`src/rtl/control_sequencer.sv`:
```
// Hardwired Moore control unit: fetch T0..T2, decode/execute T3..T6.
// Drives every datapath strobe from state plus the captured opcode.
module control_sequencer #(
    parameter bit HALT_ON_ILLEGAL = 1'b0
) (
    input  logic        Clock,
    input  logic        Clear,
    input  logic [31:0] IR,
    input  logic        Stop,
    output logic        PCout,
    output logic        MDRout,
    output logic        Zhighout,
    output logic        Zlowout,
    output logic        HIout,
    output logic        LOout,
    output logic        PCin,
    output logic        MARin,
    output logic        MDRin,
    output logic        IRin,
    output logic        Zin,
    output logic        Yin,
    output logic        HIin,
    output logic        LOin,
    output logic        IncPC,
    output logic        Read,
    output logic        Gra,
    output logic        Grb,
    output logic        Grc,
    output logic        Rin,
    output logic        Rout,
    output logic        Cout,
    output logic [12:0] alu_op,
    output logic        Run
);

    typedef enum logic [3:0] {
        S_RST, S_T0, S_T1, S_T2, S_T3, S_T4, S_T5, S_T6, S_HALT
    } state_t;

    state_t      state;
    state_t      boundary;
    logic [4:0]  op_q;
    logic [4:0]  op;
    logic        is_alu3, is_imm, is_md, is_un, is_halt, is_ill, to_halt;
    logic [12:0] aop;
    logic        unused_fields;

    // Register fields are consumed by the datapath's select-and-encode logic.
    assign unused_fields = ^IR[26:0];

    // IR is loaded on the same edge that enters T3, so T3 decodes it live.
    assign op = (state == S_T3) ? IR[31:27] : op_q;

    always_comb begin
        is_alu3 = (op >= 5'd3) && (op <= 5'd11);
        is_imm  = (op >= 5'd12) && (op <= 5'd14);
        is_md   = (op == 5'd15) || (op == 5'd16);
        is_un   = (op == 5'd17) || (op == 5'd18);
        is_halt = (op == 5'd27);
        is_ill  = !(is_alu3 || is_imm || is_md || is_un || is_halt
                    || (op == 5'd26));
        to_halt = is_halt || (is_ill && HALT_ON_ILLEGAL);
        boundary = Stop ? S_HALT : S_T0;
    end

    always_comb begin
        case (op)
            5'd3, 5'd12: aop = 13'h0001;
            5'd4:        aop = 13'h0002;
            5'd5, 5'd13: aop = 13'h0004;
            5'd6, 5'd14: aop = 13'h0008;
            5'd7:        aop = 13'h0080;
            5'd8:        aop = 13'h0100;
            5'd9:        aop = 13'h0010;
            5'd10:       aop = 13'h0020;
            5'd11:       aop = 13'h0040;
            5'd15:       aop = 13'h0200;
            5'd16:       aop = 13'h0400;
            5'd17:       aop = 13'h0800;
            5'd18:       aop = 13'h1000;
            default:     aop = 13'h0000;
        endcase
    end

    always_ff @(posedge Clock or negedge Clear) begin
        if (!Clear) begin
            state <= S_RST;
            op_q  <= '0;
        end else begin
            case (state)
                S_RST: state <= S_T0;
                S_T0:  state <= S_T1;
                S_T1:  state <= S_T2;
                S_T2:  state <= S_T3;
                S_T3: begin
                    op_q <= IR[31:27];
                    if (to_halt)
                        state <= S_HALT;
                    else if (is_alu3 || is_imm || is_md || is_un)
                        state <= S_T4;
                    else
                        state <= boundary;
                end
                S_T4:   state <= is_un ? boundary : S_T5;
                S_T5:   state <= is_md ? S_T6 : boundary;
                S_T6:   state <= boundary;
                S_HALT: state <= S_HALT;
                default: state <= S_RST;
            endcase
        end
    end

    always_comb begin
        {PCout, MDRout, Zhighout, Zlowout, HIout, LOout} = '0;
        {PCin, MARin, MDRin, IRin, Zin, Yin, HIin, LOin} = '0;
        {IncPC, Read, Gra, Grb, Grc, Rin, Rout, Cout}    = '0;
        alu_op = '0;
        Run    = (state != S_HALT);
        case (state)
            S_T0: {PCout, MARin, IncPC, Zin} = 4'b1111;
            S_T1: {Zlowout, PCin, Read, MDRin} = 4'b1111;
            S_T2: {MDRout, IRin} = 2'b11;
            S_T3: begin
                if (is_alu3 || is_imm) begin
                    {Grb, Rout, Yin} = 3'b111;
                end else if (is_md) begin
                    {Gra, Rout, Yin} = 3'b111;
                end else if (is_un) begin
                    {Grb, Rout, Zin} = 3'b111;
                    alu_op = aop;
                end
            end
            S_T4: begin
                if (is_alu3) begin
                    {Grc, Rout, Zin} = 3'b111;
                    alu_op = aop;
                end else if (is_imm) begin
                    {Cout, Zin} = 2'b11;
                    alu_op = aop;
                end else if (is_md) begin
                    {Grb, Rout, Zin} = 3'b111;
                    alu_op = aop;
                end else if (is_un) begin
                    {Zlowout, Gra, Rin} = 3'b111;
                end
            end
            S_T5: begin
                if (is_alu3 || is_imm)
                    {Zlowout, Gra, Rin} = 3'b111;
                else if (is_md)
                    {Zlowout, LOin} = 2'b11;
            end
            S_T6: if (is_md) {Zhighout, HIin} = 2'b11;
            default: ;
        endcase
    end

endmodule

```
`config.mk`:
```
export PLATFORM = sky130hd
export DESIGN_NAME = control_sequencer
export DESIGN_NICKNAME = d
export VERILOG_FILES = /design/src/rtl/control_sequencer.sv
export SDC_FILE = /design/constraint.sdc
export NUM_CORES = 1
export LEC_CHECK = 0
export ABC_AREA = 1
export BUFFER_PORTS_ARGS = -buffer_cell sky130_fd_sc_hd__buf_2
export CAP_MARGIN = 0
export CORE_MARGIN = 3
export CORE_UTILIZATION = 40
export CTS_BUF_LIST = sky130_fd_sc_hd__clkbuf_8
export DETAILED_ROUTE_END_ITERATION = 10
export GPL_TIMING_DRIVEN = 0
export MAX_ROUTING_LAYER = met4
export PLACE_DENSITY_LB_ADDON = 0.3
export RECOVER_POWER = 50
export SYNTH_ARGS = -nofsm -noshare
export SYNTH_HDL_FRONTEND = slang
export SYNTH_SLANG_ARGS = --single-unit
```
`constraint.sdc`:
```
create_clock -name Clock -period 1.65 [get_ports Clock]
set_input_delay 0 -clock Clock [delete_from_list [all_inputs] [get_ports Clock]]
set_output_delay 0 -clock Clock [all_outputs]
set_load 0.1 [all_outputs]
```
==> out/qor.yml, run 1 <==
synth.area.top_cells: "dfrtp_1 (20%), nand2_1 (16%), inv_1 (8.8%)"
run_status: "aborted with a tool error"
cts_resized: 207
cts_buffer_depth: 2
synth_top_area_share_pct: 20.3
die_width_um: 58.6
synth_most_common_cell: "nand2_1"
dp_hpwl_um: 2460
cts_hold_buf: 1
num_io_pins: 71
ys_types: 27
num_rows: 18
error_line: "[ERROR DPL-0038] Utilization greater than 100%, impossible to legalize"
place_congestion: 0.939
start_util_pct: 43.6
cts_inserted_buffers: 3
htreeDepth: 1
synth_top_cell_by_area: "dfrtp_1"
synth-async-reset-ratio_pct: 100
cts_setup_buffers: 51
synth_commonest_cells: "nand2_1 (46), inv_1 (26), nor2_1 (19)"
place_inst: 251
cts_root_buf: "clkbuf_8"
synthCells: 179
synthFlopType: "dfrtp_1"
yosysWarnings: 0
stop_stage: "clock tree synthesis"
ys_seq_area_share_pct: 20.3
synth_edf_count: 0
syn_area_um2: 1110
syn_area_per_cell_um2: 6.19
ys_seq_elements: 9
port_buffers: 41
die_h_um: 58.6
clock_sinks: 9
[cell families after synthesis]
group,Yosys count,share of synthesized area [%]
AOI/OAI and AO/OA,17,11.2
and+or+nand+nor,112,51.2
buffers and inverters,40,16.9
DFF,9,20.3
other,1,0.338
[through the flow]
stage	instance area (um^2)	setup TNS [ps]	setup WS, ps
after floorplan	1380	-19340	-1290
after detailed placement	1620	-15980	-851
after global placement	1620	-15460	-827
==> run 2, diff against run 1 <==
- CORE_AREA: default -> 3 3 64 66
- CORE_MARGIN: 3 -> default
- CORE_UTILIZATION: 40 -> default
- CTS_BUF_LIST: sky130_fd_sc_hd__clkbuf_8 -> default
- DIE_AREA: default -> 0 0 67 69
- MAX_ROUTING_LAYER: met4 -> default
- PLACE_DENSITY_LB_ADDON: 0.3 -> 0.15
- clock period: 1.65 -> 2.1 ns (I/O delays scaled with it)
==> run 2 against run 1 <==
  * The flow now finishes, with violations (negative setup slack)
  * Synthesized area is the same
  * Synthesized cell count is the same
==> out/qor.yml, run 2 <==
dp_hpwl_um: 2600
largest_reg_flops: 5
start_util_pct: 30.5
syn_area_per_cell_um2: 6.19
num_antenna_cells: 0
dpl_worst_slack_ps: -386
syn2layout_area_growth_pct: 137
grt_pass1_wl_um: 7230
drt_first_pass_iters: 4
place_congestion: 0.780
crit_type: "reg -> out"
synthCells: 179
antenna_found_initial: 0
dieArea_um2: 4620
rsz0062_at_grt: "yes"
synth_top_area_share_pct: 20.3
synth_top_cell_by_area: "dfrtp_1"
synth_commonest_cells: "nand2_1 (46), inv_1 (26), nor2_1 (19)"
drc: 0
first_global_vias: 1561
cts_root_buf: "clkbuf_8"
path_cells: "nor2_4 > nand2_4 > buf_8 > o21ai_4 > nand2_4 > o21ai_4 > nor2_4 > inv_4 > nand3_4 > nor2_4 > buf_12"
crit_family: "simple AND/OR/NAND/NOR gates"
synth_edf_count: 0
cp_data_arrival_time_ps: 2290
skew_ps: 2.47
htreeDepth: 1
run_status: "finished, violations left"
n_fill_cell: 271
ys_types: 27
max_stage_delay_ps: 430
final_util_pct: 72.4
routed_wl_um: 4680
reg_top3: "op_q: 5 flops, state: 4 flops"
fin_nets: 309
die_h_um: 69
largest_register: "op_q"
crit_required_ps: 2100
ys_seq_elements: 9
stdcell_area_um2: 2630
setup_viol: 19
cp-end-kind: "output pin"
min_path_type: "in -> reg"
num_rows: 22
crit_top_cell: "nor2_4"
path_clk_slew_ps: 40
post_drt_via_cell_ratio: 4.71
layout_setup_ws_ps: -186
critPathBufInv: 3
ant_nets: 0
syn_area_um2: 1110
dr.first_iter.drc_count: 42
hold-worst-slack_ps: 131
min_period_ps: 2290
num_io_pins: 71
synth-async-reset-ratio_pct: 100
synth_most_common_cell: "nand2_1"
slowest_stage: "dfrtp_2"
synth.area.top_cells: "dfrtp_1 (20%), nand2_1 (16%), inv_1 (8.8%)"
avgRoutedWirePerCell_um: 14.6
fp.coreArea_um2: 3630
die_width_um: 67
drv_cap: 0
max_freq_mhz: 437
clock_sinks: 9
critPathLaunchType: "flop"
cts_tree: "done"
final_common_cell: "buf_4"
cts_inserted_buffers: 3
yosysWarnings: 0
layout_common_cells: "buf_4 (48), nand2_1 (20), inv_1 (18), nand2_4 (18), nand2_2 (18)"
vias: 1513
ys_seq_area_share_pct: 20.3
grt_max_degree: 11
worstPathMaxFanout: 7
min_period_over_period_pct: 109
hold_viol_final: 0
cts_buffer_depth: 2
violations: "negative setup slack"
grt_use_total_pct: 19.7
port_buffers: 41
grt_overflow: 0
worstSkewPairLatency_ps: 230
drive_above_1_share_pct: 73.3
dpl_cell_area_um2: 1600
synthFlopType: "dfrtp_1"
slew_viol_final: 0
## run 2: cell counts after synthesis
No cell type changed its count.
## run 2: kinds of logic after synthesis
group | count (synthesis) | synth area share [%]
buffers and inverters | 40 | 16.9
and+or+nand+nor | 112 | 51.2
DFF | 9 | 20.3
other | 1 | 0.338
AOI/OAI and AO/OA | 17 | 11.2
## run 2: tightest hold or removal path, cell delays in order
cell	delay [ps]
buf_2	90
nand3_1	110
nand2_4	120
## run 2: layout make-up
class                   instances  area [um^2]  area share, %
plain buffers                  10         95.1           3.62
clock buffers                   4         45.0           1.71
inverters                      30          128           4.85
multi-input cells             131         1160           44.3
flip-flops and latches          9          229           8.71
well taps                      48         60.1           2.28
repair buffers                 89          908           34.5
## run 2: routing by layer
| metal | GRT usage [%] | up-vias | wire length (um) |
|---|---|---|---|
| li1 | - | 744 | - |
| met3 | 2.12 | 8 | 172 |
| met2 | 34.6 | 38 | 2560 |
| met1 | 24.1 | 723 | 1870 |
| met5 | 0 | - | 0 |
| met4 | 6.76 | 0 | 78 |
## run 2: final timing paths
| check | cells after the start | to | from | slack (ps) |
|---|---|---|---|---|
| worst min register to register | 2 | op_q[3] | op_q[3] | 590 |
| worst max register to register | 14 | state[3] | state[0] | -140 |
| worst min-delay path | 3 | op_q[0] | IR[27] | 130 |
| worst max-delay path | 11 | alu_op[5] | state[0] | -190 |
| min in group asynchronous | 2 | op_q[1] | Clear | 250 |
| max in group asynchronous | 2 | state[1] | Clear | 1490 |
## run 2: per-stage QoR
stage / TNS (ps) / cells
final: -2360 / 321
after global routing: -5100 / 321
after CTS: -1470 / 308
after detailed placement: -4790 / 269
after global placement: -5190 / 269
after floorplan: -7080 / 180
## run 2: timing repair
item	in CTS	in global routing
endpoints found under the setup margin	29	29
buffers inserted	33	13
hold buffers	1	0
endpoints found under the hold margin	9	0
resized for setup	117	50
gates cloned	1	0
pin swaps	27	12
Power of run 2 is left out: the tool's default activity adds up to more than one toggle a clock period on the data nets, which glitch-free logic cannot reach.
